[config.mk]
export PLATFORM = sky130hd
export DESIGN_NAME = if_id_skid
export DESIGN_NICKNAME = d
export VERILOG_FILES = /design/src/rtl/if_id_skid_pkg.sv /design/src/rtl/if_id_skid.sv
export SDC_FILE = /design/constraint.sdc
export NUM_CORES = 1
export LEC_CHECK = 0
export ABC_CLOCK_PERIOD_IN_PS = 2300
export BUFFER_PORTS_ARGS = -buffer_cell sky130_fd_sc_hd__buf_2
export CORE_UTILIZATION = 45
export DETAILED_ROUTE_END_ITERATION = 7
export GPL_TIMING_DRIVEN = 0
export PLACE_DENSITY_LB_ADDON = 0.1
export SYNTH_ARGS = -nofsm -noshare
export SYNTH_HDL_FRONTEND = slang
export SYNTH_SLANG_ARGS = --single-unit
[constraint.sdc]
create_clock -name clk -period 2.3 [get_ports clk]
set_input_delay 0.115 -clock clk [delete_from_list [all_inputs] [get_ports clk]]
set_output_delay 0.115 -clock clk [all_outputs]
set_load 0.01 [all_outputs]
[src/rtl/if_id_skid_pkg.sv]
// Shared constants for the IF/ID boundary: default widths, the NOP encoding
// driven on an empty stage, and the occupancy helper.
package if_id_skid_pkg;

    localparam int unsigned ADDR_W_DEF   = 32;
    localparam int unsigned INST_W_DEF   = 32;

    // addi x0,x0,0
    localparam logic [31:0] NOP_INST_DEF = 32'h0000_0013;
    localparam logic [31:0] ZERO_32      = 32'h0000_0000;

    // Entries held: main valid plus skid valid, never more than 2.
    function automatic logic [1:0] occ_sum(input logic main_v, input logic skid_v);
        return {1'b0, main_v} + {1'b0, skid_v};
    endfunction

endpackage

[src/rtl/if_id_skid.sv]
// IF->ID pipeline boundary: main output register plus one skid entry so that
// in_ready can be registered (no combinational path from out_ready/stall).
// Supports hazard stall and branch-resolution flush.
module if_id_skid
    import if_id_skid_pkg::*;
#(
    parameter int unsigned              ADDR_W   = ADDR_W_DEF,
    parameter int unsigned              INST_W   = INST_W_DEF,
    parameter logic [INST_W-1:0]        NOP_INST = INST_W'(NOP_INST_DEF)
) (
    input  logic              clk,
    input  logic              rst,
    input  logic              flush,
    input  logic              stall,
    input  logic              in_valid,
    output logic              in_ready,
    input  logic [ADDR_W-1:0] in_pc,
    input  logic [INST_W-1:0] in_inst,
    input  logic              in_pred,
    output logic              out_valid,
    input  logic              out_ready,
    output logic [ADDR_W-1:0] out_pc,
    output logic [INST_W-1:0] out_inst,
    output logic              out_pred,
    output logic [1:0]        occupancy
);

    // Main (presented to decode) entry
    logic              r_out_valid;
    logic [ADDR_W-1:0] r_out_pc;
    logic [INST_W-1:0] r_out_inst;
    logic              r_out_pred;

    // Skid entry
    logic              r_sk_valid;
    logic [ADDR_W-1:0] r_sk_pc;
    logic [INST_W-1:0] r_sk_inst;
    logic              r_sk_pred;

    logic              r_in_ready;

    // Handshake events and next-state values
    logic              w_acc;
    logic              w_cons;
    logic              w_main_load;
    logic              w_to_skid;

    logic              w_out_valid_nx;
    logic [ADDR_W-1:0] w_out_pc_nx;
    logic [INST_W-1:0] w_out_inst_nx;
    logic              w_out_pred_nx;
    logic              w_sk_valid_nx;
    logic [ADDR_W-1:0] w_sk_pc_nx;
    logic [INST_W-1:0] w_sk_inst_nx;
    logic              w_sk_pred_nx;

    assign w_acc       = in_valid & r_in_ready;
    assign w_cons      = r_out_valid & out_ready & ~stall;
    assign w_main_load = ~r_out_valid | w_cons;
    // in_ready is !skid_valid, so the "cons with skid full" refill case cannot
    // accept; the term is kept so the intent stays explicit.
    assign w_to_skid   = w_acc & ((r_out_valid & ~w_cons) | (w_cons & r_sk_valid));

    // Next-state selection: flush clears both entries, otherwise main refills
    // from skid first (FIFO order), then from the input.
    always_comb begin
        w_out_valid_nx = r_out_valid;
        w_out_pc_nx    = r_out_pc;
        w_out_inst_nx  = r_out_inst;
        w_out_pred_nx  = r_out_pred;
        w_sk_valid_nx  = r_sk_valid;
        w_sk_pc_nx     = r_sk_pc;
        w_sk_inst_nx   = r_sk_inst;
        w_sk_pred_nx   = r_sk_pred;

        if (flush) begin
            w_out_valid_nx = 1'b0;
            w_out_inst_nx  = NOP_INST;
            w_out_pred_nx  = 1'b0;
            w_sk_valid_nx  = 1'b0;
        end else begin
            if (w_main_load) begin
                if (r_sk_valid) begin
                    w_out_valid_nx = 1'b1;
                    w_out_pc_nx    = r_sk_pc;
                    w_out_inst_nx  = r_sk_inst;
                    w_out_pred_nx  = r_sk_pred;
                    w_sk_valid_nx  = 1'b0;
                end else if (w_acc) begin
                    w_out_valid_nx = 1'b1;
                    w_out_pc_nx    = in_pc;
                    w_out_inst_nx  = in_inst;
                    w_out_pred_nx  = in_pred;
                end else begin
                    w_out_valid_nx = 1'b0;
                    w_out_inst_nx  = NOP_INST;
                    w_out_pred_nx  = 1'b0;
                end
            end
            if (w_to_skid) begin
                w_sk_valid_nx = 1'b1;
                w_sk_pc_nx    = in_pc;
                w_sk_inst_nx  = in_inst;
                w_sk_pred_nx  = in_pred;
            end
        end
    end

    // State registers; in_ready is the registered complement of next skid valid.
    always_ff @(posedge clk or negedge rst) begin
        if (!rst) begin
            r_out_valid <= 1'b0;
            r_out_pc    <= ADDR_W'(ZERO_32);
            r_out_inst  <= NOP_INST;
            r_out_pred  <= 1'b0;
            r_sk_valid  <= 1'b0;
            r_sk_pc     <= '0;
            r_sk_inst   <= NOP_INST;
            r_sk_pred   <= 1'b0;
            r_in_ready  <= 1'b1;
        end else begin
            r_out_valid <= w_out_valid_nx;
            r_out_pc    <= w_out_pc_nx;
            r_out_inst  <= w_out_inst_nx;
            r_out_pred  <= w_out_pred_nx;
            r_sk_valid  <= w_sk_valid_nx;
            r_sk_pc     <= w_sk_pc_nx;
            r_sk_inst   <= w_sk_inst_nx;
            r_sk_pred   <= w_sk_pred_nx;
            r_in_ready  <= ~w_sk_valid_nx;
        end
    end

    assign in_ready  = r_in_ready;
    assign out_valid = r_out_valid;
    assign out_pc    = r_out_pc;
    assign out_inst  = r_out_inst;
    assign out_pred  = r_out_pred;
    assign occupancy = occ_sum(r_out_valid, r_sk_valid);

endmodule
==> results.py <==
metrics = {
    "place": {
        "dp_hpwl_mm": 8.88,
        "io_buffers": 139,
        "gp_congestion": 0.731,
        "pre_cts_slack_ns": 0.236,
    },
    "sta": {
        "hold_viol": 0,
        "max_slew_margin": 0.578,
        "fmax_ghz": 0.492,
        "tightestPinTransition_ns": 0.633,
        "skew_ns": 0.00550,
        "whs_ns": 0.106,
        "period_minus_slack_ns": 2.03,
        "setup_tns_ns": 0,
        "setup_slack_ns": 0.269,
        "setup_viol_count_final": 0,
        "rsz0062_at_grt": "false",
        "fin_crit_sh": 0.883,
        "maxSlewViolCount": 0,
    },
    "floorplan": {
        "rows": 40,
        "die_w_um": 115,
        "initial_utilization": 0.469,
        "io_pins": 140,
        "dieHeight_um": 115,
        "die_area_mm2": 0.0132,
        "core_area_mm2": 0.0122,
    },
    "power_and_ir_drop": {
        "ir_drop_v": 0.000518,
        "p_sw_uw": 1720,
        "leakage_uw": 0.00358,
        "pwr-share-seq": 0.459,
        "intPower_uw": 5120,
        "pwr-share-clk": 0.359,
        "p_per_area_mw_per_mm2": 868,
        "power_frac_comb": 0.182,
        "swShare": 0.251,
    },
    "route": {
        "routed_via_density": 5.13,
        "antenna_left": 0,
        "wl_mm": 13.1,
        "dr.first_iter.drc_count": 155,
        "dr.pass1.iters": 4,
        "drc_errors": 0,
        "vias": 4211,
        "wl_per_cell_um": 16.0,
    },
    "yosys": {
        "synth_xor_area_frac": 0,
        "ys_ff_latch": 133,
        "syn_area_mm2": 0.00573,
        "syn_avg_cell_area_um2": 13.8,
        "yosys.area_share.simple": 0.0382,
        "syn-num-nets": 487,
        "synth_cells": 415,
        "synthMuxAreaShare": 0.253,
        "synth_fa_ha_area_frac": 0.00218,
        "synth_top_family_by_area": "multiplexers",
        "synth_seq_area_share": 0.582,
        "synth_compound_area_frac": 0.0930,
        "yosysWarnings": 0,
        "synth_cell_types": 26,
    },
    "worst_setup_path": {
        "start_kind": "flip-flop",
        "crit_arrival_ns": 2.33,
        "endpoint_kind": "flip-flop",
        "crit_path_max_fanout": 10,
        "required_ns": 2.60,
        "reg2reg_slack_ns": 0.27,
        "criticalPathCategory": "reg2reg",
    },
    "clock_tree": {
        "cts_buffers": 17,
        "htreeDepth": 4,
        "clk_latency_ns": 0.41,
        "path_clk_slew_ns": 0.05,
        "cts.sinks": 133,
        "clock_path_buffers": 2,
        "cts_root_buffer": "clkbuf_16",
        "cts_tree": "built",
    },
    "global_route": {
        "grtUsageTotal": 0.214,
        "grt-ovfl-total": 0,
        "antenna_found_initial": 0,
        "grt_pass1_wl_mm": 21.4,
        "grt_pass1_vias": 4326,
        "grt_max_degree": 85,
    },
    "cells_and_area": {
        "area_delta_synth_final_pct": 37.4,
        "final_util": 0.645,
        "layout_common_cells": "buf_2 (150), dfrtp_1 (126), mux2_2 (100), dlygate4sd3_1 (66)",
        "drive_gt1_frac": 0.446,
        "nets": 712,
        "layout_commonest_cell": "buf_2",
        "antenna_cells": 0,
    },
    "outcome": {
        "status": "complete, no violations",
    },
    "min_path": {
        "hold_class": "in2reg",
    },
    "flow_run": {
        "max-cap-violations": 0,
    },
}
==> synthesized netlist by cell type <==
| library cell | n | area (um^2) |
|---|---|---|
| a211oi_1 | 23 | 173 |
| a211oi_2 | 2 | 25.0 |
| a21o_1 | 1 | 7.51 |
| a21oi_1 | 10 | 50.1 |
| a22oi_1 | 30 | 225 |
| a31oi_1 | 3 | 18.8 |
| and3b_1 | 1 | 8.76 |
| buf_2 | 12 | 60.1 |
| buf_4 | 1 | 7.51 |
| buf_6 | 3 | 33.8 |
| clkbuf_1 | 18 | 67.6 |
| dfrtp_1 | 126 | 3150 |
| dfstp_2 | 7 | 184 |
| ha_1 | 1 | 12.5 |
| inv_1 | 2 | 7.51 |
| mux2_1 | 29 | 327 |
| mux2_2 | 100 | 1130 |
| nand2_1 | 2 | 7.51 |
| nand2b_1 | 3 | 18.8 |
| nand3b_1 | 1 | 7.51 |
| nor2_1 | 1 | 3.75 |
| nor2b_1 | 2 | 12.5 |
| nor3_1 | 30 | 150 |
| nor4bb_1 | 1 | 10.0 |
| o21ai_0 | 3 | 15.0 |
| o22ai_1 | 3 | 18.8 |
==> what timing repair did <==
| item | CTS | global route |
|---|---|---|
| endpoints found under the hold margin | 116 | 0 |
| hold buffers | 66 | 0 |
| buffers inserted | 0 | 0 |
| gates resized for setup | 0 | 0 |
==> power groups by stage <==
stage          clock (uW)  combinational [uW]  sequential [uW]
2_1_floorplan           0                 635             3210
3_3_place_gp            0                1140             3140
3_5_place_dp            0                1180             3170
4_1_cts              2520                1270             3130
5_1_grt              2600                1370             3200
6_report             2460                1250             3140
==> sequential cells by signal, summed over array words and instances (netlist names) <==
signal,count
out_valid,1
out_pc,32
r_sk_inst,32
r_sk_pc,32
out_pred,1
out_inst,32
r_sk_valid,1
r_sk_pred,1
in_ready,1
==> final timing paths <==
kind	start	endpoint	cells after the start
min reg2reg	r_sk_pc[16]	r_sk_pc[16]	1
min	in_valid	out_valid	3
max reg2reg	in_ready	out_pc[27]	4
max in group asynchronous	rst	in_ready	3
min in group asynchronous	rst	r_sk_inst[11]	2
max	in_ready	out_pc[27]	4
==> through the flow <==
step,power [uW],instance area (um^2),std cells
2_1_floorplan,3840,5730,415
3_3_place_gp,4270,6640,722
3_5_place_dp,4350,6670,723
4_1_cts,6920,7880,821
5_1_grt,7180,7880,821
6_report,6840,7880,821
==> critical path, stage by stage, from the launching register on <==
cell and delay [ns]:
dfstp_2 0.56, a21oi_1 0.10, a211oi_2 0.50, buf_2 0.37
mux2_2 0.37
==> layout make-up <==
type	instances	area [um^2]
flip-flops and latches	133	3340
plain buffers	34	169
clock inverters	3	15.0
fillers	994	4340
repair buffers	206	1390
inverters	2	7.51
clock buffers	29	531
multi-input cells	246	2220
well taps	168	210
==> layer usage <==
| layer | track usage | part of all wire | up-vias |
|---|---|---|---|
| li1 | - | - | 2005 |
| met1 | 0.258 | 0.43 | 2084 |
| met2 | 0.363 | 0.50 | 101 |
| met3 | 0.0559 | 0.050 | 21 |
| met4 | 0.0944 | 0.020 | 0 |
| met5 | 0 | 0 | - |
==> cells by family (layout without fill, tap and decap cells) <==
kind of cell               after synthesis  after routing
muxes                                  129            129
adders and majority gates                1              1
AOI/OAI and AO/OA                       75             75
buffers and inverters                   36            274
and+or+nand+nor                         41             41
DFF                                    133            133
Note: power is estimated with default switching activity, not from simulation.
